$ cat src/rtl/board_frame_writer.sv
// Renders the Mastermind board, one raster frame per start request, into the SDRAM write FIFO.
// The geometry parameters must satisfy H_ACTIVE = 8*CELL_W and V_ACTIVE = 5*CELL_H.
module board_frame_writer #(
    parameter int H_ACTIVE = 800,
    parameter int V_ACTIVE = 480,
    parameter int CELL_W   = 100,
    parameter int CELL_H   = 96,
    parameter int R_BIG    = 40,
    parameter int R_KEY    = 10
) (
    input  logic        iCLK,
    input  logic        iRST_n,
    input  logic        iSTART,
    input  logic [3:0]  iNUM_ROWS,
    output logic [2:0]  oROW_ADDR,
    input  logic [17:0] iROW_DATA,
    output logic        oFRAME_START,
    output logic        oWR_REQ,
    input  logic        iWR_FULL,
    output logic [15:0] oWR_DATA1,
    output logic [15:0] oWR_DATA2,
    output logic        oBUSY,
    output logic        oDONE
);
    localparam int KP = CELL_W / 5;
    localparam logic [13:0] RB2 = 14'(R_BIG * R_BIG);
    localparam logic [13:0] RK2 = 14'(R_KEY * R_KEY);
    localparam logic [23:0] BG  = 24'h404040;

    typedef enum logic [1:0] {IDLE, LOAD, DRAW, DONE} state_t;
    state_t state, stateNxt;

    logic [3:0]       numRows, loadCnt;
    logic [2:0]       capIdx;
    logic [7:0][17:0] rowFile;
    logic             frameStartQ, lastQ, step, atEnd;
    logic [23:0]      rgbQ, pixRgb;

    // x/y counters always point at the next pixel to be loaded into rgbQ
    logic [9:0] x, xN;
    logic [8:0] y, yN;
    logic [6:0] cx, cxN, cy, cyN;
    logic [2:0] col, colN, slot, slotN;

    function automatic logic [12:0] sq13(input logic signed [7:0] d);
        logic signed [15:0] e, p;
        e = {{8{d[7]}}, d};
        p = e * e;
        return p[12:0];
    endfunction

    function automatic logic [23:0] codeRgb(input logic [2:0] c);
        case (c)
            3'd1:    return 24'hFF0000;
            3'd2:    return 24'h00FF00;
            3'd3:    return 24'h0000FF;
            3'd4:    return 24'hFFA500;
            3'd5:    return 24'h800080;
            3'd6:    return 24'hFFFF00;
            default: return BG;
        endcase
    endfunction

    assign capIdx = loadCnt[2:0] - 3'd1;
    assign atEnd  = (x == 10'(H_ACTIVE - 1)) && (y == 9'(V_ACTIVE - 1));
    assign step   = ((state == LOAD) && (loadCnt == 4'd8)) ||
                    ((state == DRAW) && !iWR_FULL && !lastQ);

    always_comb begin
        xN = x + 10'd1; yN = y; cxN = cx + 7'd1; cyN = cy; colN = col; slotN = slot;
        if (cx == 7'(CELL_W - 1)) begin
            cxN = '0; colN = col + 3'd1;
        end
        if (x == 10'(H_ACTIVE - 1)) begin
            xN = '0; cxN = '0; colN = '0; yN = y + 9'd1; cyN = cy + 7'd1;
            if (cy == 7'(CELL_H - 1)) begin
                cyN = '0; slotN = slot + 3'd1;
            end
            if (y == 9'(V_ACTIVE - 1)) begin
                yN = '0; cyN = '0; slotN = '0;
            end
        end
    end

    // Colour of the look-ahead pixel; first match wins
    always_comb begin
        logic [17:0]        rowW;
        logic [2:0]         code, black, white;
        logic signed [7:0]  dx, dy, kdx;
        logic [13:0]        d2;
        logic               hit;
        rowW   = rowFile[col];
        black  = rowW[14:12];
        white  = rowW[17:15];
        dx     = 8'(cx) - 8'(CELL_W / 2);
        dy     = 8'(cy) - 8'(CELL_H / 2);
        d2     = {1'b0, sq13(dx)} + {1'b0, sq13(dy)};
        pixRgb = BG;
        hit    = 1'b0;
        kdx    = '0;
        case (slot)
            3'd0:    code = rowW[2:0];
            3'd1:    code = rowW[5:3];
            3'd2:    code = rowW[8:6];
            3'd3:    code = rowW[11:9];
            default: code = 3'd0;
        endcase
        if (slot < 3'd4) begin
            if (d2 < RB2) pixRgb = codeRgb(code);
        end else begin
            for (int k = 0; k < 4; k++) begin
                kdx = 8'(cx) - 8'((k + 1) * KP);
                if (!hit && (({1'b0, sq13(kdx)} + {1'b0, sq13(dy)}) < RK2)) begin
                    hit = 1'b1;
                    if (4'(k) < {1'b0, black})
                        pixRgb = 24'h000000;
                    else if (4'(k) < ({1'b0, black} + {1'b0, white}))
                        pixRgb = 24'hFFFFFF;
                end
            end
        end
    end

    always_comb begin
        stateNxt = state;
        case (state)
            IDLE: if (iSTART) stateNxt = LOAD;
            LOAD: if (loadCnt == 4'd8) stateNxt = DRAW;
            DRAW: if (!iWR_FULL && lastQ) stateNxt = DONE;
            DONE: stateNxt = IDLE;
            default: stateNxt = IDLE;
        endcase
    end

    always_ff @(posedge iCLK or negedge iRST_n) begin
        if (!iRST_n) begin
            state <= IDLE;
            numRows <= '0; loadCnt <= '0; rowFile <= '0;
            frameStartQ <= 1'b0; lastQ <= 1'b0; rgbQ <= '0;
            x <= '0; y <= '0; cx <= '0; cy <= '0; col <= '0; slot <= '0;
        end else begin
            state       <= stateNxt;
            frameStartQ <= (state == IDLE) && iSTART;
            if ((state == IDLE) && iSTART) begin
                numRows <= iNUM_ROWS; loadCnt <= '0; lastQ <= 1'b0;
                x <= '0; y <= '0; cx <= '0; cy <= '0; col <= '0; slot <= '0;
            end
            if (state == LOAD) begin
                loadCnt <= loadCnt + 4'd1;
                // Unplayed rows are forced to zero so stale memory never shows
                if (loadCnt != 4'd0)
                    rowFile[capIdx] <= ({1'b0, capIdx} < numRows) ? iROW_DATA : '0;
            end
            if (step) begin
                rgbQ  <= pixRgb;
                lastQ <= atEnd;
                x <= xN; y <= yN; cx <= cxN; cy <= cyN; col <= colN; slot <= slotN;
            end
        end
    end

    assign oROW_ADDR    = (state == LOAD) ? loadCnt[2:0] : 3'd0;
    assign oFRAME_START = frameStartQ;
    assign oWR_REQ      = (state == DRAW);
    assign oBUSY        = (state == LOAD) || (state == DRAW);
    assign oDONE        = (state == DONE);
    assign oWR_DATA1    = rgbQ[23:8];
    assign oWR_DATA2    = {8'h00, rgbQ[7:0]};
endmodule

$ cat config.mk
export PLATFORM = sky130hd
export DESIGN_NAME = board_frame_writer
export DESIGN_NICKNAME = d
export VERILOG_FILES = /design/src/rtl/board_frame_writer.sv
export SDC_FILE = /design/constraint.sdc
export NUM_CORES = 1
export LEC_CHECK = 0
export CORE_ASPECT_RATIO = 1.1
export CORE_MARGIN = 3
export CORE_UTILIZATION = 55
export CTS_CLUSTER_SIZE = 10
export DETAILED_ROUTE_END_ITERATION = 8
export HOLD_SLACK_MARGIN = 0.1
export PLACE_DENSITY_LB_ADDON = 0.2
export SLEW_MARGIN = 20
export SYNTH_ARGS = -nofsm -noshare
export SYNTH_HDL_FRONTEND = slang
export SYNTH_SLANG_ARGS = --single-unit
$ cat constraint.sdc
create_clock -name iCLK -period 21.7 [get_ports iCLK]
set_input_delay 2.17 -clock iCLK [delete_from_list [all_inputs] [get_ports iCLK]]
set_output_delay 2.17 -clock iCLK [all_outputs]
set_load 0.01 [all_outputs]
==> run_results.csv, run 1 <==
group,metric,value,unit
status,status,"completed",
die,rows,76,
timing,max_freq,0.115,GHz
min_path,hold_depth,2,
clocking,cts.clk_slew.worst_paths,0.05,ns
final_layout,num_antenna_cells,0,
synth,yosys_register_bits,204,
synth,ys_async_sr_fraction,100,%
setup_path,critPathMaxStageDelay,0.71,ns
timing,hold_viol,0,
clocking,cts_buffers,25,
min_path,min_to,"rowFile[7]$_DFFE_PN0P_",
clocking,htree_levels,1,
synth,yosysTopAreaCell,"dfrtp_1",
synth,synthTopCellsByArea,"dfrtp_1 (23%), fa_1 (19%), ha_1 (12%)",
detailed_routing,wl_per_cell,17.1,um
timing,slew_viol_final,0,
die,die_area,42700,um2
detailed_routing,met1Wirelength,21500,um
min_path,hold_class,"reg2reg",
detailed_routing,avgViaCountPerCell,5.61,
synth,syn-cell-area,22100,um2
setup_path,ff2ff_path_depth,32,
global_routing,grt_pass1_vias,17391,
global_routing,grt_max_degree,132,
place,dp.final_hpwl,39400,um
detailed_routing,num_vias,16781,
clocking,holdBufCountCts,0,
setup_path,cp.arrival,9.09,ns
final_layout,final_common_cell,"inv_1",
setup_path,timing.rr.end,"rgbQ[6]$_DFFE_PN0P_",
global_routing,grt_use_total,24.5,%
setup_path,crit_slowest_cell,"dfrtp_1",
global_routing,grt-ovfl-total,0,
clocking,cts_tree,"yes",
die,die_w,197,um
synth,ys.warnings.count,0,
job,drv_cap,0,
clocking,cts_root_buffer,"clkbuf_16",
setup_path,path_max_fanout,18,
setup_path,reg2reg_setup_slack,13.01,ns
setup_path,path_class,"reg2reg",
synth,synth_edf_count,0,
setup_path,timing.rr.start,"cx[3]$_DFFE_PN0P_",
detailed_routing,wl_met2,26400,um
die,initial_core_util,56.1,%
min_path,holdCritStartpoint,"rowFile[7]$_DFFE_PN0P_",
timing,slew_headroom,24.4,%
final_layout,drive_gt1_share,4.88,%
final_layout,finalNetCount,2924,
final_layout,area_growth,7.06,%
setup_path,crit_required,22.10,ns
place,gp_congestion,0.921,
detailed_routing,ant_nets,0,
clocking,cts_sinks,204,
final_layout,mostFrequentLayoutCells,"inv_1 (380), nand2_1 (315), o21ai_0 (242), ha_1 (214), fa_1 (210)",
detailed_routing,top_layer_used,"met4",
timing,rsz0062_at_grt,"false",
synth,syn-instance-count,2471,
detailed_routing,drc_errors,0,
setup_path,start_kind,"register",
detailed_routing,drt-initial-drc-count,1124,
clocking,post_cts_resized,0,
die,die_y,216,um
global_routing,grt_pass1_wl,86000,um
timing,timing.final.crit_share,40.1,%
timing,setup_viol,0,
timing,setup-tns-final,0,ns
setup_path,setup.worst_path.end_class,"register",
clocking,clk_path_buf_depth,3,
detailed_routing,wl,51200,um
detailed_routing,dr.pass1.iters,5,
detailed_routing,wl_met3,1780,um
clocking,clkLatencyLatePin,0.52,ns
place,portBuffers,56,
synth,ys_types,81,
timing,clock_skew,0.0209,ns
timing,min_period,8.69,ns
die,core,39500,um2
synth,syn_avg_cell_area,8.96,um2
die,num_io_pins,65,
synth,synthFlopType,"dfrtp_1",
synth,synth_top_cell_area_share,23.1,%
clocking,postCtsSetupRepairBufs,0,
timing,tightest_slew,1.13,ns
global_routing,antenna_found_initial,0,
synth,synth_seq_area_share,23.1,%
worst max-delay path, delay by kind of cell, from the launching register on:
family / cells / cell delay, ns
buffers and inverters: 5 / 0.91
AO/OA/AOI/OAI: 8 / 1.14
AND/OR/NAND/NOR: 9 / 2.26
XOR/XNOR: 2 / 0.59
multiplexers: 1 / 0.09
flip-flops: 1 / 0.71
adder cells (fa/ha/maj): 7 / 2.86
cells by family after synthesis:
family	after synthesis	share of synthesized area (%)
and+or+nand+nor	635	12.9
AOI/OAI and AO/OA	514	13.8
buffers and inverters	494	8.90
adders and majority gates	424	31.1
DFF	204	23.1
xor gates and xnor gates	143	5.66
muxes	56	4.61
other	1	0.0169
area by class of cell:
cell class	instances	area [um2]
Inverter	387	1450
Multi-Input combinational cell	1780	15100
Clock inverter	4	23.8
Timing Repair Buffer	76	716
Fill cell	3422	15800
Clock buffer	31	668
Tap cell	507	634
Sequential cell	204	5110
metal layers:
layer / global-route usage [%] / vias up
met4: 7.22 / 0
li1: - / 8086
met5: 0 / -
met3: 1.71 / 86
met2: 44.2 / 348
met1: 31.8 / 8261
state kept, by name, summed over array words and instances (netlist names):
signal	cells
oFRAME_START	1
rgbQ	9
slot	3
rowFile	144
state	2
cx	7
col	3
lastQ	1
numRows	4
cy	7
x	10
y	9
loadCnt	4
per-stage QoR:
step	instances	util, %	hold slack, ns	worst slack (ns)	cell area, um2
after CTS	2989	60.1	0.480	13.13	23700
after global placement	2954	58.3	0.456	13.54	23000
after detailed placement	2954	58.3	0.468	13.13	23000
final	2989	60.1	0.473	13.01	23700
after floorplan	2478	-	0.443	14.42	22200
after global routing	2989	60.1	0.499	12.58	23700
worst max-delay path by stage:
stage | from | end | slack (ns) | depth (start not counted)
after CTS | cx[3]$_DFFE_PN0P_ | rgbQ[6]$_DFFE_PN0P_ | 13.13 | 32
after floorplan | cx[2]$_DFFE_PN0P_ | rgbQ[14]$_DFFE_PN0P_ | 14.42 | 35
after detailed placement | cx[3]$_DFFE_PN0P_ | rgbQ[6]$_DFFE_PN0P_ | 13.13 | 32
final | cx[3]$_DFFE_PN0P_ | rgbQ[6]$_DFFE_PN0P_ | 13.01 | 32
after global placement | cx[3]$_DFFE_PN0P_ | rgbQ[14]$_DFFE_PN0P_ | 13.54 | 32
after global routing | cx[3]$_DFFE_PN0P_ | rgbQ[6]$_DFFE_PN0P_ | 12.58 | 32
cells in the mapped netlist, types with 4 or more instances:
cell       instances
a31oi_1           11
nor4b_1            4
nand4_1           10
mux4_2            36
nor2b_1           19
o31ai_1           13
nand2b_1          22
o21bai_1          28
a21o_1            17
xor2_1            25
clkbuf_1          69
and2_1            23
and4_1             4
or2_2              6
buf_1              6
xnor2_1          118
nor4_1             5
fa_1             210
inv_1            380
or3_1              4
o211ai_1           9
o22ai_1            4
nor3b_1            6
mux2i_1           12
o21ai_0          242
mux2_2             8
nor3_1            13
a22oi_1           16
a21boi_0           6
and3_1            17
buf_4             23
nand2_1          315
or4_1              4
a21oi_1           97
buf_2              6
clkinv_1           5
nor2_1           141
o2111ai_1          8
o21a_1             5
ha_1             214
a22o_1             6
a211oi_1           8
o21ai_1           14
dfrtp_1          204
nand3_1           33
Power of run 1 is not shown: default switching activity piles up to over one toggle a cycle in this logic, so the estimate is an artifact.
==> run 2, diff against run 1 <==
Clock period 21.7 ns to 7.07 ns, I/O delays scaled along.
==> run 2 against run 1 <==
Flip-flop and latch count unchanged. Clock skew down 0.0034 ns. Core utilization is 4.6 points higher. Clock-buffer cell count fell by 3. Global-route usage increased by 0.94 points. Final area is 7.7% higher. Worst setup slack worse by 13 ns. Non-clock buffer count grew 144. First-iteration DRC count shrank 20%. Register-to-register slack lost 13 ns. Via count increased by 3.9%. Critical path depth shrank 4. Critical path type unchanged. Highest routed layer unchanged.
==> run_results.csv, run 2 (synthesis gave the netlist of run 1 again) <==
group,metric,value,unit
final_layout,top_register,"rowFile",
timing,setup_viol,0,
job,drv_cap,0,
final_layout,largest_reg_flops,144,
global_routing,grt_use_total,25.5,%
final_layout,multi_input_area,15800,um2
final_layout,finalNetCount,3069,
timing,clock_skew,0.0175,ns
final_layout,mostFrequentLayoutCells,"inv_1 (367), nand2_1 (310), o21ai_0 (240), fa_1 (206), dfrtp_1 (200)",
detailed_routing,num_vias,17432,
die,die_area,42700,um2
timing,setup_ws,0.0703,ns
setup_path,path_class,"reg2reg",
clocking,cts_root_buffer,"clkbuf_16",
clocking,htree_levels,1,
global_routing,antenna_found_initial,0,
clocking,clk_path_buf_depth,3,
die,rows,76,
setup_path,path_buf_inv,3,
clocking,cts_buffers,25,
die,die_y,216,um
setup_path,timing.critical_path.from,"cx[4]$_DFFE_PN0P_",
detailed_routing,drc_errors,0,
clocking,cts.clk_slew.worst_paths,0.05,ns
min_path,hold_class,"in2async",
setup_path,setup.worst_path.end_class,"register",
final_layout,final_common_cell,"inv_1",
setup_path,crit_slowest_cell,"fa_1",
die,core,39500,um2
final_layout,area_growth,15.3,%
clocking,clkLatencyLatePin,0.52,ns
place,place_ws,-0.148,ns
setup_path,critPathMaxStageDelay,0.60,ns
timing,rsz0062_at_grt,"true",
detailed_routing,avgViaCountPerCell,5.57,
setup_path,start_kind,"register",
global_routing,grt_max_degree,126,
timing,min_period,7.00,ns
clocking,cts_tree,"yes",
setup_path,path_max_fanout,6,
setup_path,timing.rr.start,"cx[4]$_DFFE_PN0P_",
timing,slew_headroom,26.6,%
final_layout,num_antenna_cells,0,
place,portBuffers,56,
die,die_w,197,um
final_layout,fillers,3177,
timing,slew_viol_final,0,
timing,max_freq,0.143,GHz
final_layout,seqCellArea,5110,um2
detailed_routing,wl_per_cell,17.3,um
detailed_routing,wl,54200,um
place,dp.final_hpwl,41200,um
global_routing,grt-ovfl-total,0,
timing,hold_viol,0,
place,gp_congestion,0.888,
timing,setup-tns-final,0,ns
setup_path,crit_required,7.52,ns
status,status,"completed",
setup_path,cp_top_family,"adder cells",
clocking,cts_sinks,204,
final_layout,top_regs,"rowFile (144), x (10)",
global_routing,grt_pass1_vias,18051,
timing,tightest_slew,1.10,ns
setup_path,cp.arrival,7.45,ns
detailed_routing,drt-initial-drc-count,904,
final_layout,drive_gt1_share,14.9,%
timing,timing.final.crit_share,99.0,%
die,num_io_pins,65,
die,initial_core_util,56.1,%
global_routing,grt_pass1_wl,89200,um
detailed_routing,dr.pass1.iters,7,
detailed_routing,ant_nets,0,
-- run 2: per-stage QoR --
stage	cells	hold slack [ns]	instance area, um2	utilization (%)
3_5_place_dp	3071	0.465	23900	60.5
5_1_grt	3131	0.440	25500	64.7
6_report	3131	0.367	25500	64.7
4_1_cts	3105	0.396	24600	62.4
3_3_place_gp	3071	0.456	23900	60.5
2_1_floorplan	2478	0.411	22200	-
-- run 2: final cells by class --
class | count | share of cell area, %
timing repair buffer | 220 | 7.12
clock inverter | 4 | 0.113
inverter | 387 | 5.71
clock buffer | 28 | 2.53
sequential | 204 | 20.0
multi-input combinational | 1781 | 62.0
tap | 507 | 2.48
-- run 2: path summary, 6_finish.rpt --
path / endpoint / slack (ns) / depth (start not counted)
worst min register to register: rowFile[40]$_DFFE_PN0P_ / 0.47 / 2
worst max-delay path: rgbQ[22]$_DFFE_PN0P_ / 0.07 / 28
max in group asynchronous: rowFile[46]$_DFFE_PN0P_ / 5.37 / 2
worst max register to register: rgbQ[22]$_DFFE_PN0P_ / 0.07 / 28
min in group iCLK: rowFile[40]$_DFFE_PN0P_ / 0.47 / 2
worst min-delay path: rowFile[49]$_DFFE_PN0P_ / 0.37 / 1
-- run 2: layer usage --
layer  vias to the layer above  share of wire, %  track usage [%]
li1                       8402                 -                -
met1                      8522                41             32.3
met2                       383                51             45.9
met3                       125               4.0             2.50
met4                         0               3.5             8.03
met5                         -                 0                0
-- run 2: repair_timing --
action	CTS	global route
resized for setup	16	139
endpoints found under the setup margin	9	9
pin swaps	5	56
setup buffers	2	25
hold buffers	0	0
endpoints found under the hold margin	0	0
gates cloned	0	1
Power of run 2 is left out for the same reason.
==> run 3, diff against run 2 <==
Settings changed: TNS_END_PERCENT set to 20.
==> run 3 against run 2 <==
First-iteration DRC count shrank 2.5%. Non-clock buffer count shrank 1. Worst setup slack lost 0.033 ns. Core utilization shrank 0.14 points. Final area shrank 0.21%. Final cell count is essentially flat. Critical endpoint unchanged. Worst hold slack lost 0.0022 ns. Flip-flop and latch count is the same.
==> run_results.csv, run 3 (synthesis gave the netlist of run 1 again) <==
group,metric,value,unit
detailed_routing,dr.pass1.iters,7,
clocking,clk_path_buf_depth,3,
min_path,hold_class,"in2async",
timing,timing.final.crit_share,99.5,%
place,dp.cells,3071,
detailed_routing,avgViaCountPerCell,5.56,
global_routing,antenna_found_initial,0,
setup_path,cp.arrival,7.48,ns
clocking,cts_root_buffer,"clkbuf_16",
timing,slew_headroom,27.9,%
timing,hold_viol,0,
place,portBuffers,56,
timing,tightest_slew,1.08,ns
clocking,holdBufCountCts,0,
clocking,cts.clk_slew.worst_paths,0.05,ns
setup_path,critPathMaxStageDelay,0.59,ns
setup_path,critPathMostFrequentCell,"fa_1",
final_layout,area_growth,15.1,%
setup_path,crit_slowest_cell,"fa_1",
setup_path,timing.rr.start,"cx[4]$_DFFE_PN0P_",
detailed_routing,ant_nets,0,
global_routing,grt_max_degree,126,
global_routing,grt_pass1_vias,18051,
clocking,cts_tree,"yes",
die,die_y,216,um
status,status,"completed",
clocking,cts_sinks,204,
final_layout,top_regs,"rowFile (144), x (10)",
final_layout,layoutNonFillerInstCount,3130,
timing,rsz0062_at_grt,"true",
setup_path,ff2ff_path_depth,26,
final_layout,mostFrequentLayoutCells,"inv_1 (370), nand2_1 (310), o21ai_0 (240), fa_1 (206), dfrtp_1 (200)",
clocking,clkLatencyLatePin,0.52,ns
die,core,39500,um2
detailed_routing,wl_per_cell,17.3,um
job,drv_cap,0,
setup_path,crit_required,7.52,ns
final_layout,finalNetCount,3068,
setup_path,path_max_fanout,6,
final_layout,drive_gt1_share,14.6,%
setup_path,start_kind,"register",
global_routing,grt.busiest_layer,"met2",
timing,min_period,7.03,ns
die,die_w,197,um
timing,slew_viol_final,0,
global_routing,met1_usage,32.3,%
place,gp_congestion,0.888,
setup_path,path_class,"reg2reg",
place,dp.final_hpwl,41200,um
die,die_area,42700,um2
setup_path,timing.rr.end,"rgbQ[22]$_DFFE_PN0P_",
global_routing,use_met3,2.50,%
detailed_routing,wl,54200,um
global_routing,use_met2,45.9,%
die,rows,76,
detailed_routing,num_vias,17397,
timing,clock_skew,0.0186,ns
final_layout,top_register,"rowFile",
clocking,cts_buffers,25,
setup_path,setup.worst_path.end_class,"register",
global_routing,grt_pass1_wl,89200,um
die,initial_core_util,56.1,%
timing,max_freq,0.142,GHz
global_routing,grt-ovfl-total,0,
detailed_routing,drt-initial-drc-count,881,
final_layout,num_antenna_cells,0,
final_layout,final_common_cell,"inv_1",
clocking,htree_levels,1,
die,num_io_pins,65,
final_layout,largest_reg_flops,144,
detailed_routing,drc_errors,0,
setup_path,reg2reg_setup_slack,0.04,ns
timing,setup_viol,0,
global_routing,grt_use_total,25.5,%
## run 3: routing by layer
metal	wire, um	vias to the layer above
met5	0	-
li1	-	8392
met3	2060	111
met1	22300	8501
met4	1750	0
met2	28000	393
## run 3: final cells by class
type / count / area [um2]
clock buffers: 28 / 647
clock inverters: 4 / 28.8
fillers: 3185 / 14000
inverters: 387 / 1460
multi-input cells: 1781 / 15800
flip-flops and latches: 204 / 5110
well taps: 507 / 634
repair buffers: 219 / 1810
## run 3: how the worst max path moves through the flow
| stage | startpoint | to | slack (ns) | depth (start not counted) |
|---|---|---|---|---|
| 3_5_place_dp | cx[3]$_DFFE_PN0P_ | rgbQ[6]$_DFFE_PN0P_ | -0.15 | 28 |
| 5_1_grt | cx[4]$_DFFE_PN0P_ | rgbQ[22]$_DFFE_PN0P_ | -0.24 | 26 |
| 4_1_cts | cx[3]$_DFFE_PN0P_ | rgbQ[21]$_DFFE_PN0P_ | 0.005 | 29 |
| 2_1_floorplan | cx[1]$_DFFE_PN0P_ | rgbQ[14]$_DFFE_PN0P_ | 0.02 | 29 |
| 3_3_place_gp | cx[3]$_DFFE_PN0P_ | rgbQ[5]$_DFFE_PN0P_ | -0.004 | 27 |
| 6_report | cx[4]$_DFFE_PN0P_ | rgbQ[22]$_DFFE_PN0P_ | 0.04 | 26 |
## run 3: what timing repair did
| action | 4_1_cts | 5_1_grt |
|---|---|---|
| buffers inserted | 2 | 24 |
| endpoints found under the setup margin | 9 | 9 |
| cloned | 0 | 1 |
| resized for setup | 16 | 126 |
| pin swaps | 5 | 55 |
| endpoints found under the hold margin | 0 | 0 |
## run 3: critical path: cells and delay by family (launching register included)
| kind | cells | cell delay, ns |
|---|---|---|
| adder cells (fa/ha/maj) | 7 | 2.93 |
| AO/OA/AOI/OAI | 8 | 1.67 |
| AND/OR/NAND/NOR | 7 | 1.48 |
| flip-flops | 1 | 0.45 |
| buffers and inverters | 3 | 0.27 |
| XOR/XNOR | 1 | 0.18 |
## run 3: through the flow
step / instance area (um2) / hold WS (ns) / utilization, % / TNS [ns] / setup WS [ns]
2_1_floorplan: 22200 / 0.411 / - / 0 / 0.0194
3_3_place_gp: 23900 / 0.456 / 60.5 / -0.0172 / -0.00411
3_5_place_dp: 23900 / 0.465 / 60.5 / -1.23 / -0.148
4_1_cts: 24600 / 0.396 / 62.4 / 0 / 0.00547
5_1_grt: 25500 / 0.440 / 64.6 / -1.85 / -0.237
6_report: 25500 / 0.365 / 64.6 / 0 / 0.0370
Power of run 3 is left out for the same reason.
